--- src/rtl/rv32v_uop_sequencer.sv ---
// Vector micro-op sequencer: latches one decoded RVV instruction and issues it
// as NUM_LANES-wide element groups with per-group physical registers and lane masks.
module rv32v_uop_sequencer #(
   parameter int VLEN      = 128,
   parameter int NUM_LANES = 4,
   parameter int VL_W      = $clog2(VLEN) + 1
) (
   input  logic                 clk_i,
   input  logic                 rst_ni,
   input  logic                 flush_i,
   input  logic                 in_valid_i,
   output logic                 in_ready_o,
   input  logic [4:0]           in_vd_i,
   input  logic [4:0]           in_vs1_i,
   input  logic [4:0]           in_vs2_i,
   input  logic [VL_W-1:0]      in_vl_i,
   input  logic [1:0]           in_vsew_i,
   input  logic [2:0]           in_vlmul_i,
   output logic                 out_valid_o,
   input  logic                 out_ready_i,
   output logic [4:0]           out_vd_o,
   output logic [4:0]           out_vs1_o,
   output logic [4:0]           out_vs2_o,
   output logic [VL_W-1:0]      out_eidx_o,
   output logic [NUM_LANES-1:0] out_lane_mask_o,
   output logic                 out_first_o,
   output logic                 out_last_o,
   output logic                 busy_o
);

   localparam int EPR_MAX      = VLEN / 8;
   localparam int LOG2_EPR_MAX = $clog2(EPR_MAX);
   localparam int SH_W         = $clog2(LOG2_EPR_MAX + 1);
   localparam int EW           = VL_W + 1;

   typedef enum logic [0:0] {
      IDLE,
      ISSUE
   } state_e;

   state_e           state_q, state_d;
   logic [VL_W-1:0]  vl_q, vl_d;
   logic [VL_W-1:0]  eidx_q, eidx_d;
   logic [4:0]       vd_q, vd_d;
   logic [4:0]       vs1_q, vs1_d;
   logic [4:0]       vs2_q, vs2_d;
   logic [SH_W-1:0]  shift_q, shift_d;

   logic [VL_W-1:0]  epr;
   logic [VL_W-1:0]  vlmax;
   logic [VL_W-1:0]  vlClamped;
   logic [SH_W-1:0]  shiftIn;
   logic [EW-1:0]    eidxNext;
   logic [VL_W-1:0]  regOffset;
   logic             issuing;
   logic             isLast;
   logic             accept;

   // Register-group geometry of the incoming instruction; vlmul=100 falls back to LMUL=1.
   always_comb begin
      epr = VL_W'(EPR_MAX) >> in_vsew_i;
      case (in_vlmul_i)
         3'b000, 3'b001, 3'b010, 3'b011: vlmax = epr << in_vlmul_i[1:0];
         3'b101:                         vlmax = epr >> 3;
         3'b110:                         vlmax = epr >> 2;
         3'b111:                         vlmax = epr >> 1;
         default:                        vlmax = epr;
      endcase
      vlClamped = (in_vl_i < vlmax) ? in_vl_i : vlmax;
      shiftIn   = SH_W'(LOG2_EPR_MAX) - SH_W'(in_vsew_i);
   end

   assign issuing   = (state_q == ISSUE);
   assign eidxNext  = {1'b0, eidx_q} + EW'(NUM_LANES);
   assign isLast    = (eidxNext >= {1'b0, vl_q});
   assign regOffset = eidx_q >> shift_q;

   assign in_ready_o = !flush_i && ((state_q == IDLE) || (issuing && out_ready_i && isLast));
   assign accept     = in_valid_i && in_ready_o;

   assign out_valid_o = issuing;
   assign busy_o      = issuing;
   assign out_eidx_o  = eidx_q;
   assign out_vd_o    = vd_q  + regOffset[4:0];
   assign out_vs1_o   = vs1_q + regOffset[4:0];
   assign out_vs2_o   = vs2_q + regOffset[4:0];
   assign out_first_o = issuing && (eidx_q == '0);
   assign out_last_o  = issuing && isLast;

   always_comb begin
      out_lane_mask_o = '0;
      for (int i = 0; i < NUM_LANES; i++) begin
         out_lane_mask_o[i] = issuing && (({1'b0, eidx_q} + EW'(i)) < {1'b0, vl_q});
      end
   end

   // Next-state logic; a fresh accept overrides whatever the case statement decided,
   // which covers both the idle start and the back-to-back handoff on the last group.
   always_comb begin
      state_d = state_q;
      vl_d    = vl_q;
      eidx_d  = eidx_q;
      vd_d    = vd_q;
      vs1_d   = vs1_q;
      vs2_d   = vs2_q;
      shift_d = shift_q;

      case (state_q)
         IDLE: begin
            state_d = IDLE;
         end
         ISSUE: begin
            if (flush_i) begin
               state_d = IDLE;
            end else if (out_ready_i) begin
               if (isLast) begin
                  state_d = IDLE;
               end else begin
                  eidx_d = eidxNext[VL_W-1:0];
               end
            end
         end
         default: begin
            state_d = IDLE;
         end
      endcase

      if (accept) begin
         state_d = ISSUE;
         vl_d    = vlClamped;
         eidx_d  = '0;
         vd_d    = in_vd_i;
         vs1_d   = in_vs1_i;
         vs2_d   = in_vs2_i;
         shift_d = shiftIn;
      end
   end

   always_ff @(posedge clk_i or negedge rst_ni) begin
      if (!rst_ni) begin
         state_q <= IDLE;
         vl_q    <= '0;
         eidx_q  <= '0;
         vd_q    <= '0;
         vs1_q   <= '0;
         vs2_q   <= '0;
         shift_q <= '0;
      end else begin
         state_q <= state_d;
         vl_q    <= vl_d;
         eidx_q  <= eidx_d;
         vd_q    <= vd_d;
         vs1_q   <= vs1_d;
         vs2_q   <= vs2_d;
         shift_q <= shift_d;
      end
   end

endmodule
--- config.mk ---
export PLATFORM = sky130hd
export DESIGN_NAME = rv32v_uop_sequencer
export DESIGN_NICKNAME = d
export VERILOG_FILES = /design/src/rtl/rv32v_uop_sequencer.sv
export SDC_FILE = /design/constraint.sdc
export NUM_CORES = 1
export LEC_CHECK = 0
export BUFFER_PORTS_ARGS = -buffer_cell sky130_fd_sc_hd__buf_2
export CAP_MARGIN = 10
export CORE_MARGIN = 1
export CORE_UTILIZATION = 56
export DETAILED_ROUTE_END_ITERATION = 7
export GPL_ROUTABILITY_DRIVEN = 0
export PLACE_DENSITY_LB_ADDON = 0.15
export RECOVER_POWER = 100
export SYNTH_ARGS = -nofsm -noshare
export SYNTH_HDL_FRONTEND = slang
export SYNTH_SLANG_ARGS = --single-unit
--- constraint.sdc ---
create_clock -name clk_i -period 3.3 [get_ports clk_i]
set_input_delay 0.495 -clock clk_i [delete_from_list [all_inputs] [get_ports clk_i]]
set_output_delay 0.495 -clock clk_i [all_outputs]
set_load 0.05 [all_outputs]
# ---- Yosys cells after proc, flatten, opt, wreduce, memory -nomap -nowiden
# Index checks and enable logic that the tools add are counted.
dict set report word_totals {
  in_bits 33
  wordCells 63
  regBits 35
  out_inout_bits 32
}
dict set report classes {
  eq_ne 8
  order_cmp 6
  reduce_logical 18
  bitwise 1
  shift 3
  n_mux 12
  n_addsub 8
}
# op count
set ops {}
lappend ops {{2-to-1 mux 8 bit} 6}
lappend ops {{one-hot mux 8 bit (4 select lines)} 1}
lappend ops {{< comparator 9 x 8 -> 1 bit} 3}
lappend ops {{adder 8 x 2 -> 9 bit (second input constant)} 2}
lappend ops {{< comparator 8 bit} 2}
lappend ops {{adder 5 bit} 3}
lappend ops {{logical AND 1 bit} 10}
lappend ops {{adder 8 x 1 -> 9 bit (second input constant)} 1}
lappend ops {{adder 8 x 3 -> 9 bit (second input constant)} 1}
lappend ops {{equality test 3 bit (second input constant)} 3}
lappend ops {{greater-or-equal comparator 9 x 8 -> 1 bit} 1}
lappend ops {{logical NOT 8 bit} 1}
lappend ops {{left shift 8 x 2 -> 8 bit} 1}
lappend ops {{right shift 5 x 2 -> 8 bit (first input constant)} 1}
lappend ops {{right shift 8 x 3 -> 5 bit} 1}
lappend ops {{equality test 3 x 2 -> 1 bit (second input constant)} 2}
lappend ops {{2-to-1 mux 1 bit} 4}
lappend ops {{!= test 2 x 1 -> 1 bit (second input constant)} 2}
lappend ops {{AND reduction 4 bit} 1}
lappend ops {{nonzero test 2 bit} 2}
lappend ops {{OR reduction 4 bit} 1}
lappend ops {{equality test 3 x 1 -> 1 bit (second input constant)} 1}
lappend ops {{logical NOT 3 bit} 1}
lappend ops {{subtractor 3 x 2 -> 3 bit (first input constant)} 1}
lappend ops {{other kinds (4)} 4}

# ---- Depth between registers and ports, before layout
dict set report depth {
  ltp_word 8
  ltp_mapped 13
  mapped_depth_nobuf 12
}

# ---- Least setup slack after synthesis
# No wires, ideal clock.
dict set report synth_path {
  kind {register to output}
  start {register eidx_q[2], in the netlist out_eidx_o[2]}
  end {output out_lane_mask_o[0]}
  required_ps 2805
  path_stages_with_launch 8
  path_buffers 0
  path_slack_ps -1326
  arrival_ps 4131
  cell_sequence {dfrtp_1 -> inv_1 -> ha_1 -> nor3_1 -> o21a_1 -> o211ai_1 -> a21oi_1 -> a2111oi_0}
}
dict set report synth_between {
  elab_chain_cells 2
}
# item line
set synth_lines {}
lappend synth_lines {{start, declared} 43} ;# logic [VL_W-1:0] eidx_q, eidx_d;
lappend synth_lines {{start signal, assigned} 151} ;# eidx_q <= eidx_d;
lappend synth_lines {{< comparator 8 bit} 93} ;# out_lane_mask_o[i] = issuing && (({1'b0, eidx_q} + EW'(i)) < {1'b0, vl_q});
lappend synth_lines {{logical AND 1 bit} 93}
lappend synth_lines {{end, declared} 25} ;# output logic [NUM_LANES-1:0] out_lane_mask_o,
# Every way passes these cells.

# ---- Worst setup path after layout
dict set report layout_path {
  start {register shift_q[0]}
  end {output out_vd_o[4]}
}
dict set report layout_between {
  elab_chain_cells 2
}
# item line
set layout_lines {}
lappend layout_lines {{start, declared} 47} ;# logic [SH_W-1:0] shift_q, shift_d;
lappend layout_lines {{start signal, assigned} 155} ;# shift_q <= shift_d;
lappend layout_lines {{right shift 8 x 3 -> 5 bit} 76} ;# assign regOffset = eidx_q >> shift_q;
lappend layout_lines {{adder 5 bit} 84} ;# assign out_vd_o = vd_q + regOffset[4:0];
lappend layout_lines {{end, declared} 21} ;# output logic [4:0] out_vd_o,
# Every way passes these cells.

==> flow_summary.json <==
{
  "overflow": 0,
  "drv_cap": 1,
  "rsz0062_at_grt": "yes",
  "grt_pass1_vias": 2599,
  "wl_per_cell_um": 15.6,
  "syn_area_um2": 3130,
  "synth_cell_types": 52,
  "routed-via-count": 2688,
  "grt_start_max_net_pins": 34,
  "crit_type": "reg2out",
  "drt-initial-drc-count": 145,
  "ios": 65,
  "clk_latency_ns": 0.28,
  "path_cells": "mux2i_2, mux2i_1, nand2_1, o21ai_4, ha_4, inv_1, fa_2, inv_1, a21o_1, a21oi_2, xnor2_2, xnor2_2, buf_6",
  "die-area_um2": 5890,
  "clk_pin_slew_ns": 0.07,
  "yosysWarnings": 0,
  "vias_per_cell": 5.66,
  "ys_seq_area_share_pct": 26.4,
  "cts.hold.buffers_added": 0,
  "mostFrequentLayoutCell": "buf_2",
  "synthSimpleGateAreaFrac_pct": 10.3,
  "synthArstFlopShare_pct": 100,
  "swShare_pct": 53.7,
  "fin_area_um2": 3870,
  "synth_compound_area_share_pct": 15.9,
  "cts.htree.levels": 2,
  "ir_drop_v": 0.00119,
  "synth_top_family_by_area": "adder cells",
  "synth-xor-area-share_pct": 4.48,
  "period_share_pct": 102,
  "synth_edf_count": 0,
  "cts_tree": "done",
  "hold_class": "in2reg",
  "synth_mux_area_share_pct": 15.5,
  "syn_to_final_growth_pct": 23.8,
  "cts-buffers-inserted": 5,
  "num_antenna_cells": 0,
  "p_per_area_nw_per_um2": 1030,
  "drive_gt1_share_pct": 38.0,
  "finalSetupViolCount": 3,
  "first_pass_iters": 4,
  "synthFlopType": "dfrtp_1",
  "dp.cells": 461,
  "drcViolationCount": 0,
  "finalMaxSlewViolations": 34,
  "p_leak_nw": 1.93,
  "grt_pass1_wl_mm": 12.1,
  "numClockSinks": 33,
  "cp_max_fo": 7,
  "routed_wirelength_mm": 7.42,
  "synth_cells": 335,
  "fin_cells": 475,
  "die_w_um": 76.8,
  "track_usage_pct": 25.4,
  "pre_cts_slack_ns": 0.00182,
  "skew_ns": 0.00885,
  "max_stage_delay_ns": 0.49,
  "ant_nets": 0,
  "violations": "max-capacitance violations, max-slew violations, negative setup slack",
  "synth-seq-cells": 33,
  "io_buffers": 62,
  "clockBufferDepth": 2,
  "start_util_pct": 59.8,
  "max_freq_mhz": 297,
  "num_rows": 26,
  "power.internal_mw": 1.84,
  "max_slew.worst_pin.slew_ns": 1.79,
  "die_h_um": 76.8,
  "seqPwrFrac_pct": 18.3,
  "switchingPower_mw": 2.14,
  "place_area_um2": 3590,
  "antenna_found_initial": 0,
  "status": "finished with violations",
  "cp_slowest_cell": "dfrtp_2",
  "hold_viol_final": 0,
  "synthAdderAreaFrac_pct": 19.9,
  "combinationalPowerShare_pct": 73.9,
  "final_cell_mix": "54 x buf_2, 42 x ha_1, 32 x inv_1",
  "setup_ws_ns": -0.0703,
  "finalPower_mw": 3.98,
  "cp_data_arrival_time_ns": 2.88,
  "dp.final_hpwl_mm": 5.35,
  "syn_area_per_cell_um2": 9.34,
  "cts_root_buf": "clkbuf_8",
  "relSlewSlack_pct": -19.6,
  "fill_cells": 397,
  "cp_data_required_time_ns": 2.80,
  "core_area_um2": 5240,
  "nets": 485,
  "startpoint_type": "flip-flop",
  "min_period_ns": 3.37,
  "end_kind": "output port",
  "power_frac_clock_pct": 7.8
}
kinds of logic after synthesis:
group | Yosys count
DFF | 33
and+or+nand+nor | 62
adders and majority gates | 48
muxes | 45
AOI/OAI and AO/OA | 74
xor gates and xnor gates | 16
buffers and inverters | 56
other | 1
per-stage QoR:
stage | util, % | hold slack (ns) | TNS [ns]
finish | 74.0 | 0.439 | -0.200
global route | 74.0 | 0.438 | -0.488
CTS | 71.0 | 0.291 | -0.00971
detailed placement | 68.5 | 0.504 | 0
global placement | 68.5 | 0.497 | 0
floorplan | - | 0.199 | 0
worst max-delay path: cells and delay by family (launching register included):
kind | cells | cell delay [ns]
adders and majority gates | 2 | 0.57
AOI/OAI and AO/OA | 3 | 0.35
and+or+nand+nor | 1 | 0.15
DFF | 1 | 0.49
xor gates and xnor gates | 2 | 0.29
buffers and inverters | 3 | 0.30
muxes | 2 | 0.43
layout make-up:
type,instances,area [um^2],share of cell area [%]
tap,70,87.6,2.26
clock buffer,8,90.1,2.32
sequential,33,833,21.5
timing repair buffer,80,489,12.6
multi-input combinational,247,2240,57.7
inverter,37,139,3.58
path summary, 6_finish.rpt:
path                               startpoint           to  slack, ns  depth (start not counted)
worst max-delay path               shift_q[0]  out_vd_o[4]      -0.07                         13
worst min-delay path              in_vs2_i[1]     vs2_q[1]       0.44                          2
worst max register to register  out_eidx_o[2]      vd_q[2]       0.46                         12
worst min register to register       vs1_q[3]     vs1_q[3]       0.52                          1
max in group asynchronous              rst_ni   shift_q[0]       1.44                          1
min in group asynchronous              rst_ni     vs2_q[2]       0.68                          1
sequential cells by signal, indices dropped and copies added (netlist names):
name and cells:
busy_o 1, out_eidx_o 6, shift_q 3, vd_q 5, vl_q 8, vs1_q 5, vs2_q 5
Yosys cell counts, types with 2 or more instances:
| library cell | count | share of area [%] |
|---|---|---|
| ha_1 | 45 | 18 |
| inv_1 | 37 | 4.4 |
| dfrtp_1 | 33 | 26 |
| a21oi_1 | 24 | 3.8 |
| mux2_2 | 23 | 8.3 |
| mux2i_1 | 21 | 6.7 |
| nand2_1 | 18 | 2.2 |
| nor2_1 | 14 | 1.7 |
| xnor2_1 | 14 | 3.9 |
| clkbuf_1 | 12 | 1.4 |
| a21o_1 | 11 | 2.6 |
| o21ai_0 | 9 | 1.4 |
| nand3_1 | 8 | 1.3 |
| nor3_1 | 4 | 0.64 |
| a31oi_1 | 3 | 0.60 |
| buf_2 | 3 | 0.48 |
| buf_4 | 3 | 0.72 |
| fa_1 | 3 | 1.9 |
| nand3b_1 | 3 | 0.72 |
| o211ai_1 | 3 | 0.72 |
| o21a_1 | 3 | 0.72 |
| o21bai_1 | 3 | 0.72 |
| o31ai_1 | 3 | 0.72 |
| a211oi_1 | 2 | 0.48 |
| a31o_2 | 2 | 0.56 |
| and3_1 | 2 | 0.40 |
| nand2b_1 | 2 | 0.40 |
| or4_1 | 2 | 0.48 |
| xor2_1 | 2 | 0.56 |
timing repair:
item                       CTS  global route
setup endpoints to repair    6             8
setup buffers                1             5
gates resized for setup     14            34
cloned                       0             0
pin swaps                    5            20
layer usage:
layer,share of wire (%),GRT usage [%],wire (um),up-vias
li1,-,-,-,1314
met1,44,32.4,3290,1283
met2,50,44.5,3710,78
met3,4.1,3.81,301,13
met4,1.6,6.35,121,0
met5,0,0,0,-
power groups by stage:
stage | clock, mW | combinational (mW) | sequential (mW)
6_report | 0.311 | 2.94 | 0.729
5_1_grt | 0.332 | 3.15 | 0.752
4_1_cts | 0.315 | 2.73 | 0.699
3_5_place_dp | 0 | 2.65 | 0.704
3_3_place_gp | 0 | 2.59 | 0.695
2_1_floorplan | 0 | 2.08 | 0.713
(Power assumes the default switching activity.)
